===== src/rtl/gaus_pkg.sv =====
// gaus_pkg: shared FSM states, default kernel constants and result rounding for the Gaussian passes
package gaus_pkg;
  typedef enum logic [1:0] {IDLE, PRIME, RUN, FLUSH} state_t;
  localparam logic [55:0] COEF_DEF = 56'h01_06_0F_14_0F_06_01;
  localparam int SHIFT_DEF = 6;
  localparam int LAT_DEF = 6;
  function automatic logic [7:0] sat8(input logic [15:0] v, input int shift);
    logic [16:0] s;
    s = ({1'b0, v} + (17'd1 << (shift - 1))) >> shift;
    return s > 17'd255 ? 8'hFF : s[7:0];
  endfunction
endpackage


===== src/rtl/gaus_line_feeder_if.sv =====
// gaus_line_feeder_if: pixel input, gaus_line issue/result and filtered output bundle
interface gaus_line_feeder_if;
  logic [7:0] pix_in;
  logic pix_valid, pix_ready;
  logic [55:0] g_a, g_b;
  logic g_start;
  logic [15:0] g_result;
  logic g_finish;
  logic [7:0] out_pix;
  logic out_valid, out_ready, out_last;
  modport master (
    input pix_in, pix_valid, g_result, g_finish, out_ready,
    output pix_ready, g_a, g_b, g_start, out_pix, out_valid, out_last
  );
  modport slave (
    output pix_in, pix_valid, g_result, g_finish, out_ready,
    input pix_ready, g_a, g_b, g_start, out_pix, out_valid, out_last
  );
endinterface


===== src/rtl/gaus_res_fifo.sv =====
// gaus_res_fifo: synchronous FIFO holding scaled gaus_line results until downstream takes them
module gaus_res_fifo #(
  parameter int DEPTH = 8
) (
  input logic clk,
  input logic rst_n,
  input logic push,
  input logic [7:0] din,
  input logic pop,
  output logic [7:0] dout,
  output logic full,
  output logic empty,
  output logic [$clog2(DEPTH + 1)-1:0] count
);
  localparam int AW = $clog2(DEPTH);
  localparam int CW = $clog2(DEPTH + 1);
  logic [7:0] mem [DEPTH];
  logic [AW-1:0] wr, rd;
  logic do_push, do_pop;
  assign full = count == CW'(DEPTH);
  assign empty = count == '0;
  assign do_push = push && !full;
  assign do_pop = pop && !empty;
  assign dout = empty ? 8'd0 : mem[rd];
  always_ff @(posedge clk)
    if (do_push) mem[wr] <= din;
  always_ff @(posedge clk or negedge rst_n)
    if (!rst_n) begin
      wr <= '0;
      rd <= '0;
      count <= '0;
    end else begin
      if (do_push) wr <= wr == AW'(DEPTH - 1) ? '0 : wr + AW'(1);
      if (do_pop) rd <= rd == AW'(DEPTH - 1) ? '0 : rd + AW'(1);
      count <= count + CW'(do_push) - CW'(do_pop);
    end
  assert property (@(posedge clk) disable iff (!rst_n) !(push && full));
endmodule


===== src/rtl/gaus_line_feeder.sv =====
// gaus_line_feeder: builds edge-replicated 7-pixel windows for gaus_line and scales its results
module gaus_line_feeder
  import gaus_pkg::*;
#(
  parameter int WIDTH = 640,
  parameter logic [55:0] COEF = COEF_DEF,
  parameter int SHIFT = SHIFT_DEF,
  parameter int LAT = LAT_DEF,
  parameter int DEPTH = 8
) (
  input logic clk,
  input logic rst_n,
  gaus_line_feeder_if.master bus
);
  localparam int CW = $clog2(WIDTH);
  localparam int OW = $clog2(DEPTH + 1);
  localparam int QW = $clog2(LAT + 1);
  localparam logic [CW-1:0] LAST = CW'(WIDTH - 1);
  state_t state, state_nxt;
  logic [7:0] w [7];
  logic [7:0] w_nxt [7];
  logic [55:0] ga_nxt;
  logic [CW-1:0] col, ocol;
  logic [1:0] fcnt;
  logic [OW-1:0] outstanding, count;
  logic [QW-1:0] quar;
  logic credit, accept, issue, pop, push, full, empty;
  logic [7:0] res;
  always_comb begin
    credit = outstanding < OW'(DEPTH);
    bus.pix_ready = state != FLUSH && quar == '0 && credit;
    accept = bus.pix_valid && bus.pix_ready;
    state_nxt = state;
    issue = 1'b0;
    case (state)
      IDLE: state_nxt = accept ? PRIME : IDLE;
      PRIME: if (accept && col == CW'(3)) begin
        issue = 1'b1;
        state_nxt = col == LAST ? FLUSH : RUN;
      end
      RUN: if (accept) begin
        issue = 1'b1;
        state_nxt = col == LAST ? FLUSH : RUN;
      end
      FLUSH: if (credit) begin
        issue = 1'b1;
        state_nxt = fcnt == 2'd2 ? IDLE : FLUSH;
      end
      default: ;
    endcase
    // column 0 fills every tap (left edge); FLUSH repeats the last pixel (right edge)
    for (int k = 0; k < 6; k++) w_nxt[k] = state == IDLE ? bus.pix_in : w[k + 1];
    w_nxt[6] = state == FLUSH ? w[6] : bus.pix_in;
    ga_nxt = '0;
    for (int k = 0; k < 7; k++) ga_nxt[8*k +: 8] = w_nxt[k];
  end
  assign pop = bus.out_valid && bus.out_ready;
  assign push = bus.g_finish && quar == '0;
  assign res = sat8(bus.g_result, SHIFT);
  assign bus.out_valid = !empty;
  assign bus.out_last = ocol == LAST;
  always_ff @(posedge clk or negedge rst_n)
    if (!rst_n) begin
      state <= IDLE;
      for (int k = 0; k < 7; k++) w[k] <= '0;
      col <= '0;
      ocol <= '0;
      fcnt <= '0;
      outstanding <= '0;
      quar <= QW'(LAT);
      bus.g_a <= '0;
      bus.g_b <= '0;
      bus.g_start <= 1'b0;
    end else begin
      state <= state_nxt;
      if (accept || issue) w <= w_nxt;
      if (accept) col <= state == IDLE ? CW'(1) : col + CW'(1);
      fcnt <= state != FLUSH ? 2'd0 : issue ? fcnt + 2'd1 : fcnt;
      // gaus_line has no reset, so results in flight across a reset are dropped here
      quar <= quar == '0 ? '0 : quar - QW'(1);
      outstanding <= issue && !pop ? outstanding + OW'(1) : !issue && pop ? outstanding - OW'(1) : outstanding;
      if (pop) ocol <= ocol == LAST ? '0 : ocol + CW'(1);
      if (issue) bus.g_a <= ga_nxt;
      bus.g_b <= COEF;
      bus.g_start <= issue;
    end
  gaus_res_fifo #(.DEPTH(DEPTH)) u_fifo (
    .clk(clk),
    .rst_n(rst_n),
    .push(push),
    .din(res),
    .pop(pop),
    .dout(bus.out_pix),
    .full(full),
    .empty(empty),
    .count(count)
  );
  assert property (@(posedge clk) disable iff (!rst_n) count <= outstanding);
  assert property (@(posedge clk) disable iff (!rst_n) full |-> outstanding == OW'(DEPTH));
endmodule

===== src/flat_wrapper.sv =====
// flat-port wrapper written by rule: the top's interface ports become plain ports
module gaus_line_feeder_flat import gaus_pkg::*;
#(
  parameter int WIDTH = 640,
  parameter logic [55:0] COEF = COEF_DEF,
  parameter int SHIFT = SHIFT_DEF,
  parameter int LAT = LAT_DEF,
  parameter int DEPTH = 8
)
  (clk, rst_n, bus_pix_in, bus_pix_valid, bus_g_result, bus_g_finish, bus_out_ready, bus_pix_ready, bus_g_a, bus_g_b, bus_g_start, bus_out_pix, bus_out_valid, bus_out_last);
  gaus_line_feeder_if bus_i ();
  input logic clk;
  input logic rst_n;
  input wire logic [$bits(bus_i.pix_in)-1:0] bus_pix_in;
  input wire logic [$bits(bus_i.pix_valid)-1:0] bus_pix_valid;
  input wire logic [$bits(bus_i.g_result)-1:0] bus_g_result;
  input wire logic [$bits(bus_i.g_finish)-1:0] bus_g_finish;
  input wire logic [$bits(bus_i.out_ready)-1:0] bus_out_ready;
  output wire logic [$bits(bus_i.pix_ready)-1:0] bus_pix_ready;
  output wire logic [$bits(bus_i.g_a)-1:0] bus_g_a;
  output wire logic [$bits(bus_i.g_b)-1:0] bus_g_b;
  output wire logic [$bits(bus_i.g_start)-1:0] bus_g_start;
  output wire logic [$bits(bus_i.out_pix)-1:0] bus_out_pix;
  output wire logic [$bits(bus_i.out_valid)-1:0] bus_out_valid;
  output wire logic [$bits(bus_i.out_last)-1:0] bus_out_last;
  assign bus_i.pix_in = bus_pix_in;
  assign bus_i.pix_valid = bus_pix_valid;
  assign bus_i.g_result = bus_g_result;
  assign bus_i.g_finish = bus_g_finish;
  assign bus_i.out_ready = bus_out_ready;
  assign bus_pix_ready = bus_i.pix_ready;
  assign bus_g_a = bus_i.g_a;
  assign bus_g_b = bus_i.g_b;
  assign bus_g_start = bus_i.g_start;
  assign bus_out_pix = bus_i.out_pix;
  assign bus_out_valid = bus_i.out_valid;
  assign bus_out_last = bus_i.out_last;
  gaus_line_feeder #(.WIDTH(WIDTH), .COEF(COEF), .SHIFT(SHIFT), .LAT(LAT), .DEPTH(DEPTH)) u_core (.clk(clk), .rst_n(rst_n), .bus(bus_i));
endmodule

===== config.mk =====
export PLATFORM = sky130hd
export DESIGN_NAME = gaus_line_feeder_flat
export DESIGN_NICKNAME = d
export VERILOG_FILES = /design/src/rtl/gaus_pkg.sv /design/src/rtl/gaus_line_feeder_if.sv /design/src/rtl/gaus_res_fifo.sv /design/src/rtl/gaus_line_feeder.sv /design/src/flat_wrapper.sv
export SDC_FILE = /design/constraint.sdc
export NUM_CORES = 1
export LEC_CHECK = 0
export BUFFER_PORTS_ARGS = -buffer_cell sky130_fd_sc_hd__buf_2
export CAP_MARGIN = 15
export CORE_ASPECT_RATIO = 1.2
export CORE_UTILIZATION = 55
export DETAILED_ROUTE_END_ITERATION = 8
export PLACE_DENSITY_LB_ADDON = 0.05
export RECOVER_POWER = 100
export SETUP_SLACK_MARGIN = 0.02
export SYNTH_ARGS = -nofsm -noshare
export SYNTH_HDL_FRONTEND = slang
export SYNTH_SLANG_ARGS = --single-unit
export TNS_END_PERCENT = 20

===== constraint.sdc =====
create_clock -name clk -period 5.5 [get_ports clk]
set_input_delay 0.55 -clock clk [delete_from_list [all_inputs] [get_ports clk]]
set_output_delay 0.55 -clock clk [all_outputs]
set_load 0.03 [all_outputs]

======== Word-level counts from Yosys, hierarchy flattened ========
Memories as Yosys holds them, arrays and structs flattened.
Cells that the tools add are included.
cells by class
  add/sub/neg operators ................... 11
  $lt $le $gt $ge ......................... 2
  eq/ne operators ......................... 14
  muxes and demuxes ....................... 31
  reduce and logical (&&, ||, !) cells .... 21
operators with widths
  kind                                                  count
  two-way mux 8 bit                                     9
  adder 10 x 1 -> 10 bit (second input constant)        2
  == test 10 bit (second input constant)                2
  two-way mux 10 bit                                    2
  adder 16 x 6 -> 17 bit (second input constant)        1
  two-way mux 2 bit                                     6
  > comparator 11 x 8 -> 1 bit (second input constant)  1
  == test 10 x 2 -> 1 bit (second input constant)       1
  logical AND 1 bit                                     10
  two-way mux 3 bit                                     3
  two-way mux 4 bit                                     2
  one-hot mux 2 bit (4 select lines)                    1
  two-way mux 1 bit                                     7
  adder 3 x 1 -> 3 bit (second input constant)          2
  == test 2 bit (second input constant)                 3
  == test 3 bit (second input constant)                 2
  != test 2 x 1 -> 1 bit (second input constant)        3
  adder 4 x 1 -> 4 bit                                  1
  adder 4 x 1 -> 4 bit (second input constant)          1
  == test 4 bit (second input constant)                 1
  logical NOT 1 bit                                     4
  logical NOT 4 bit                                     1
  less-than comparator 4 bit (second input constant)    1
  nonzero test 2 bit                                    2
  11 further kinds                                      11
word-level totals
  register bits ........................... 147
  RAM bits ................................ 64
  output and inout port bits .............. 124
  logic and storage cells ................. 98
  memories kept ........................... 1
memory list
  name               words  width  read ports  clocked after Yosys merged registers in  wr ports  line                 RTL
  u_core.u_fifo.mem  8      8      1           0                                        1         gaus_res_fifo.sv:17  logic [7:0] mem [DEPTH];

======== Logic depth before layout (Yosys ltp) ========
  depth after elaboration ................. 11
  gate-level depth with buffers ........... 14
  gate-level depth less buffers ........... 12

======== By module ========
Synthesis repeated with hierarchy kept, for this count alone.
second synthesis, totals
  cell total of the unflattened synthesis .. 814
  area total of the unflattened synthesis .. 10,034.6 um^2
by module, submodules not included
  module            times used  cells an instance  area an instance (um^2)
  gaus_line_feeder  1           624                6,874.1
  gaus_res_fifo     1           190                3,160.5

======== Worst setup path after synthesis ========
No wires, ideal clock.
  path type ............................... register to register
  start point ............................. register u_core.quar[2]
  end point ............................... register u_core.outstanding[3]
  library setup time ...................... 80 ps
  arrival time ............................ 2,868 ps
  path slack .............................. 2,553 ps
  cell stages (with the launch flop) ...... 15
  path through ............................ dfstp_2 -> inv_1 -> ha_1 -> nand4bb_1 -> nor2_1 -> a31o_4 -> buf_8 -> buf_12 -> ha_1 -> inv_1 -> ha_1 -> a21o_1 -> a21oi_1 -> mux2i_1 -> xnor2_1
between the ends
  cells in the longest elaborated chain, start to end .. 10
  elaborated cells on any way between the ends .. 13
ends and longest elaborated chain
  element                                 line                    RTL
  start: declaration                      gaus_line_feeder.sv:26  logic [QW-1:0] quar;
  start signal: assignment                gaus_line_feeder.sv:70  quar <= QW'(LAT);
  start signal: assignment                gaus_line_feeder.sv:80  quar <= quar == '0 ? '0 : quar - QW'(1);
  logical NOT 3 bit (*)                   gaus_line_feeder.sv:31  bus.pix_ready = state != FLUSH && quar == '0 && credit;
  logical AND 1 bit (*) (2 in series)     gaus_line_feeder.sv:31
  logical AND 1 bit (*)                   gaus_line_feeder.sv:32  accept = bus.pix_valid && bus.pix_ready;
  logical AND 1 bit                       gaus_line_feeder.sv:37  PRIME: if (accept && col == CW'(3)) begin
  two-way mux 1 bit                       gaus_line_feeder.sv:37
  one-hot mux 1 bit (3 select lines) (*)  gaus_line_feeder.sv:35  case (state)
  named net u_core.issue                  gaus_line_feeder.sv:27  logic credit, accept, issue, pop, push, full, empty;
  logical NOT 1 bit                       gaus_line_feeder.sv:81  outstanding <= issue && !pop ? outstanding + OW'(1) : !issue && pop ? outstanding - OW'(1) : outstanding;
  logical AND 1 bit                       gaus_line_feeder.sv:81
  nonzero test 2 bit (no source line)     --
  end signal: assignment                  gaus_line_feeder.sv:81
  end: declaration                        gaus_line_feeder.sv:25  logic [OW-1:0] outstanding, count;
Mark *: on every way through the listed nets, which the timed path passes. The rest lies on a longest branch.
A chain may end at the register's enable or synchronous reset.

======== Worst setup path after layout ========
  start point ............................. register u_core.state[0]
  end point ............................... register u_core.outstanding[3]
between the ends
  cells in the longest elaborated chain, start to end .. 10
  elaborated cells on any way between the ends .. 16
ends and longest elaborated chain
  element                                 line                    RTL
  start: declaration                      gaus_line_feeder.sv:19  state_t state, state_nxt;
  start signal: assignment                gaus_line_feeder.sv:75  state <= state_nxt;
  != test 2 bit                           gaus_line_feeder.sv:31
  logical AND 1 bit (2 in series)         gaus_line_feeder.sv:31
  logical AND 1 bit                       gaus_line_feeder.sv:32
  logical AND 1 bit                       gaus_line_feeder.sv:37
  two-way mux 1 bit                       gaus_line_feeder.sv:37
  one-hot mux 1 bit (3 select lines) (*)  gaus_line_feeder.sv:35
  logical NOT 1 bit                       gaus_line_feeder.sv:81
  logical AND 1 bit                       gaus_line_feeder.sv:81
  nonzero test 2 bit (no source line)     --
Every way passes the cells marked *; elsewhere a longest branch is shown, timed or not.

==> results.py <==
metrics = {
    "status": {
        "status": "finished with violations",
        "violations": "DRC, capacitance limit, slew limit",
    },
    "global_route": {
        "grt_util_met1_pct": 26.9,
        "grt_pass1_vias": 6230,
        "antenna_found_initial": 3,
        "grt_usage_pct": 21.9,
        "top_usage_layer": "met2",
        "met2_usage_pct": 39.0,
        "grt-ovfl-total": 0,
        "grt_pass1_wl_um": 32400,
        "grt_max_degree": 82,
        "grtUsageMet3_pct": 4.66,
    },
    "route": {
        "drt-total-wl_um": 20300,
        "first_pass_iters": 8,
        "ant_nets": 0,
        "drc": 24,
        "viasPerCell": 5.67,
        "post_drt_wl_per_cell_um": 18.2,
        "vias": 6319,
        "drt_iter0_markers": 350,
    },
    "synth": {
        "ys_types": 52,
        "synthArstFlopShare_pct": 69.7,
        "yosysMostFrequentCell": "dfrtp_1",
        "synth_top_area_share_pct": 36.4,
        "synth_top_family_by_area": "multiplexers",
        "yosysSeqAreaShare_pct": 56.3,
        "synthXorXnorAreaFrac_pct": 1.67,
        "ys_seq_elements": 211,
        "netlist_instances": 797,
        "synthMuxAreaShare_pct": 13.2,
        "synth_fa_ha_area_share_pct": 3.29,
        "ys_top_cells_by_count": "145 x dfrtp_1, 83 x nor2_1, 65 x mux2_2, 64 x edfxtp_1, 62 x o21ai_0",
        "synth_flop_cell": "dfrtp_1",
        "yosysWarnings": 0,
        "synth-simple-area-share_pct": 9.09,
        "yosys-top-cells-area": "dfrtp_1 36%, edfxtp_1 19%, mux2_2 7.4%",
        "syn_area_per_cell_um2": 12.5,
        "syn_area_um2": 9960,
        "synth_edf_count": 64,
        "synth-compound-area-share_pct": 9.36,
        "netlist.top_cell.by_area": "dfrtp_1",
    },
    "worst_setup_path": {
        "cp.required_ns": 5.91,
        "worst_setup_path_end_kind": "flop",
        "crit_path_start_kind": "flop",
        "r2r_end": "u_core.outstanding[3]",
        "path_max_fanout": 24,
        "rr_worst_depth": 12,
        "r2r_slack_ns": 1.30,
        "worst_ep_arrival_time_ns": 4.61,
        "rr_startpoint": "u_core.state[0]",
        "critPathKind": "flop to flop",
    },
    "clocking": {
        "cts-root-buf": "clkbuf_16",
        "cts_resized": 0,
        "htree_levels": 1,
        "cts_buffers": 21,
        "max-clock-path-buffers": 3,
        "clkTransAtPathRegs_ns": 0.06,
        "cts.sinks": 211,
        "cts_tree": "done",
        "insertion_delay_ns": 0.49,
        "post_cts_buffers": 0,
        "hold_buffers": 0,
    },
    "timing": {
        "rsz0062_at_grt": "false",
        "clock.fmax_mhz": 238,
        "slew_violations": 43,
        "fin_skew_ns": 0.00681,
        "slew_headroom_pct": -54.5,
        "setup_viol": 0,
        "finalHoldViolCount": 0,
        "tns_ns": 0,
        "period_share_pct": 76.3,
        "worst_pin_slew_ns": 2.29,
        "period_minus_slack_ns": 4.20,
    },
    "hold_path": {
        "min-delay-path-class": "input port to asynchronous set/reset pin",
    },
    "floorplan": {
        "start_util_pct": 56.4,
        "die_h_um": 149,
        "ios": 153,
        "dieArea_um2": 18600,
        "die_w_um": 125,
        "rows": 53,
        "core_um2": 17600,
    },
    "placed_design": {
        "port_buffers": 107,
        "dp_hpwl_um": 13300,
        "gp_congestion": 0.801,
        "placed_area_um2": 10400,
    },
    "layout": {
        "nFillCells": 1443,
        "finalInstanceArea_um2": 11000,
        "regArea_um2": 5600,
        "areaGrowthSynthToFinish_pct": 10.5,
        "multiInputGateArea_um2": 3770,
        "post_route_cells_drive_above_1_share_pct": 21.2,
        "layout.nets": 933,
    },
    "power_and_ir_drop": {
        "p_leak_nw": 4.51,
        "p_per_area_nw_per_um2": 620,
        "peakVddDrop_v": 0.000376,
    },
    "flow_run": {
        "max-cap-violations": 4,
    },
}
[cell usage in the layout, fill, tap and decap left out, types with 4 or more instances in the layout]
| master | n |
|---|---|
| mux4_2 | 16 |
| ha_1 | 23 |
| mux2i_1 | 12 |
| inv_1 | 21 |
| clkbuf_1 | 88 |
| buf_4 | 6 |
| nand2b_1 | 9 |
| conb_1 | 41 |
| nor2_1 | 82 |
| bufinv_16 | 6 |
| mux2_2 | 64 |
| nor3_1 | 4 |
| buf_2 | 21 |
| mux2_1 | 8 |
| nand2_1 | 58 |
| xnor2_1 | 9 |
| and3_1 | 4 |
| a31oi_1 | 5 |
| o21ai_0 | 63 |
| and2_1 | 4 |
| clkbuf_16 | 21 |
| dfrtp_1 | 145 |
| nand4_1 | 7 |
| xor2_1 | 10 |
| nand3_1 | 9 |
| or3_1 | 4 |
| o221a_2 | 40 |
| edfxtp_1 | 64 |
| a21oi_1 | 8 |
[worst max-delay path: stages, from the launching register on]
cell	delay [ns]
dfrtp_1	0.40
ha_1	0.76
nand4bb_1	0.22
clkbuf_1	0.85
nor2_1	0.26
a31o_4	0.33
ha_1	0.19
inv_1	0.13
ha_1	0.25
a21o_1	0.18
a21oi_1	0.18
mux2i_1	0.25
xnor2_1	0.14
[worst max-delay path by stage]
stage / cells past startpoint / to / slack [ns] / start
2_1_floorplan: 14 / u_core.outstanding[3] / 2.55 / u_core.quar[2]
3_3_place_gp: 12 / u_core.outstanding[3] / 2.06 / u_core.state[0]
3_5_place_dp: 12 / u_core.outstanding[3] / 1.95 / u_core.state[0]
4_1_cts: 12 / u_core.outstanding[3] / 1.91 / u_core.state[0]
5_1_grt: 12 / u_core.outstanding[3] / 1.04 / u_core.state[0]
6_report: 12 / u_core.outstanding[3] / 1.30 / u_core.state[0]
[routing by layer]
metal  share of wire, %  vias to the layer above  wire (um)
met1                 40                     3141       8140
li1                   -                     2948          -
met5              0.064                        -         13
met4                2.2                        2        451
met3                6.2                       42       1250
met2                 51                      186      10500
[through the flow]
step | power, mW | cells | util [%] | setup WS (ns) | hold WS [ns]
after floorplan | 4.65 | 836 | - | 2.55 | 0.254
after global placement | 5.26 | 1075 | 58.9 | 2.06 | 0.432
after detailed placement | 5.39 | 1075 | 58.9 | 1.95 | 0.449
after CTS | 6.98 | 1112 | 63.1 | 1.91 | 0.132
after global routing | 7.22 | 1115 | 62.4 | 1.04 | 0.158
final | 6.82 | 1115 | 62.4 | 1.30 | 0.104
[logic make-up (layout without fill, tap and decap cells)]
logic type,count (synthesis),count (layout)
other,2,43
DFF,211,211
muxes,100,100
adders and majority gates,25,25
buffers and inverters,116,173
and+or+nand+nor,197,197
AOI/OAI and AO/OA,127,127
xor gates and xnor gates,19,19
[registers in the layout (all words and copies together) (netlist names)]
signal / cells
u_core.fcnt: 2
u_core.state: 2
u_core.bus.g_b: 1
u_core.quar: 3
u_core.u_fifo.rd: 3
u_core.ocol: 10
u_core.outstanding: 4
u_core.bus.g_start: 1
u_core.u_fifo.wr: 3
u_core.u_fifo.count: 4
u_core.w: 48
u_core.col: 10
u_core.bus.g_a: 56
u_core.u_fifo.mem: 64
[final cells by class]
class / count / area share, %
clock buffers: 23 / 4.85
clock inverters: 14 / 2.00
flip-flops and latches: 211 / 50.9
multi-input cells: 509 / 34.3
repair buffers: 115 / 4.65
well taps: 220 / 2.50
inverters: 21 / 0.717
diodes: 2 / 0.0455
[where the power goes]
group	switching [mW]	internal [mW]
clock network	0.584	0.979
logic	1.57	1.06
registers	0.466	2.16
total	2.62	4.20
No activity file was read; power rests on OpenSTA's default activity.
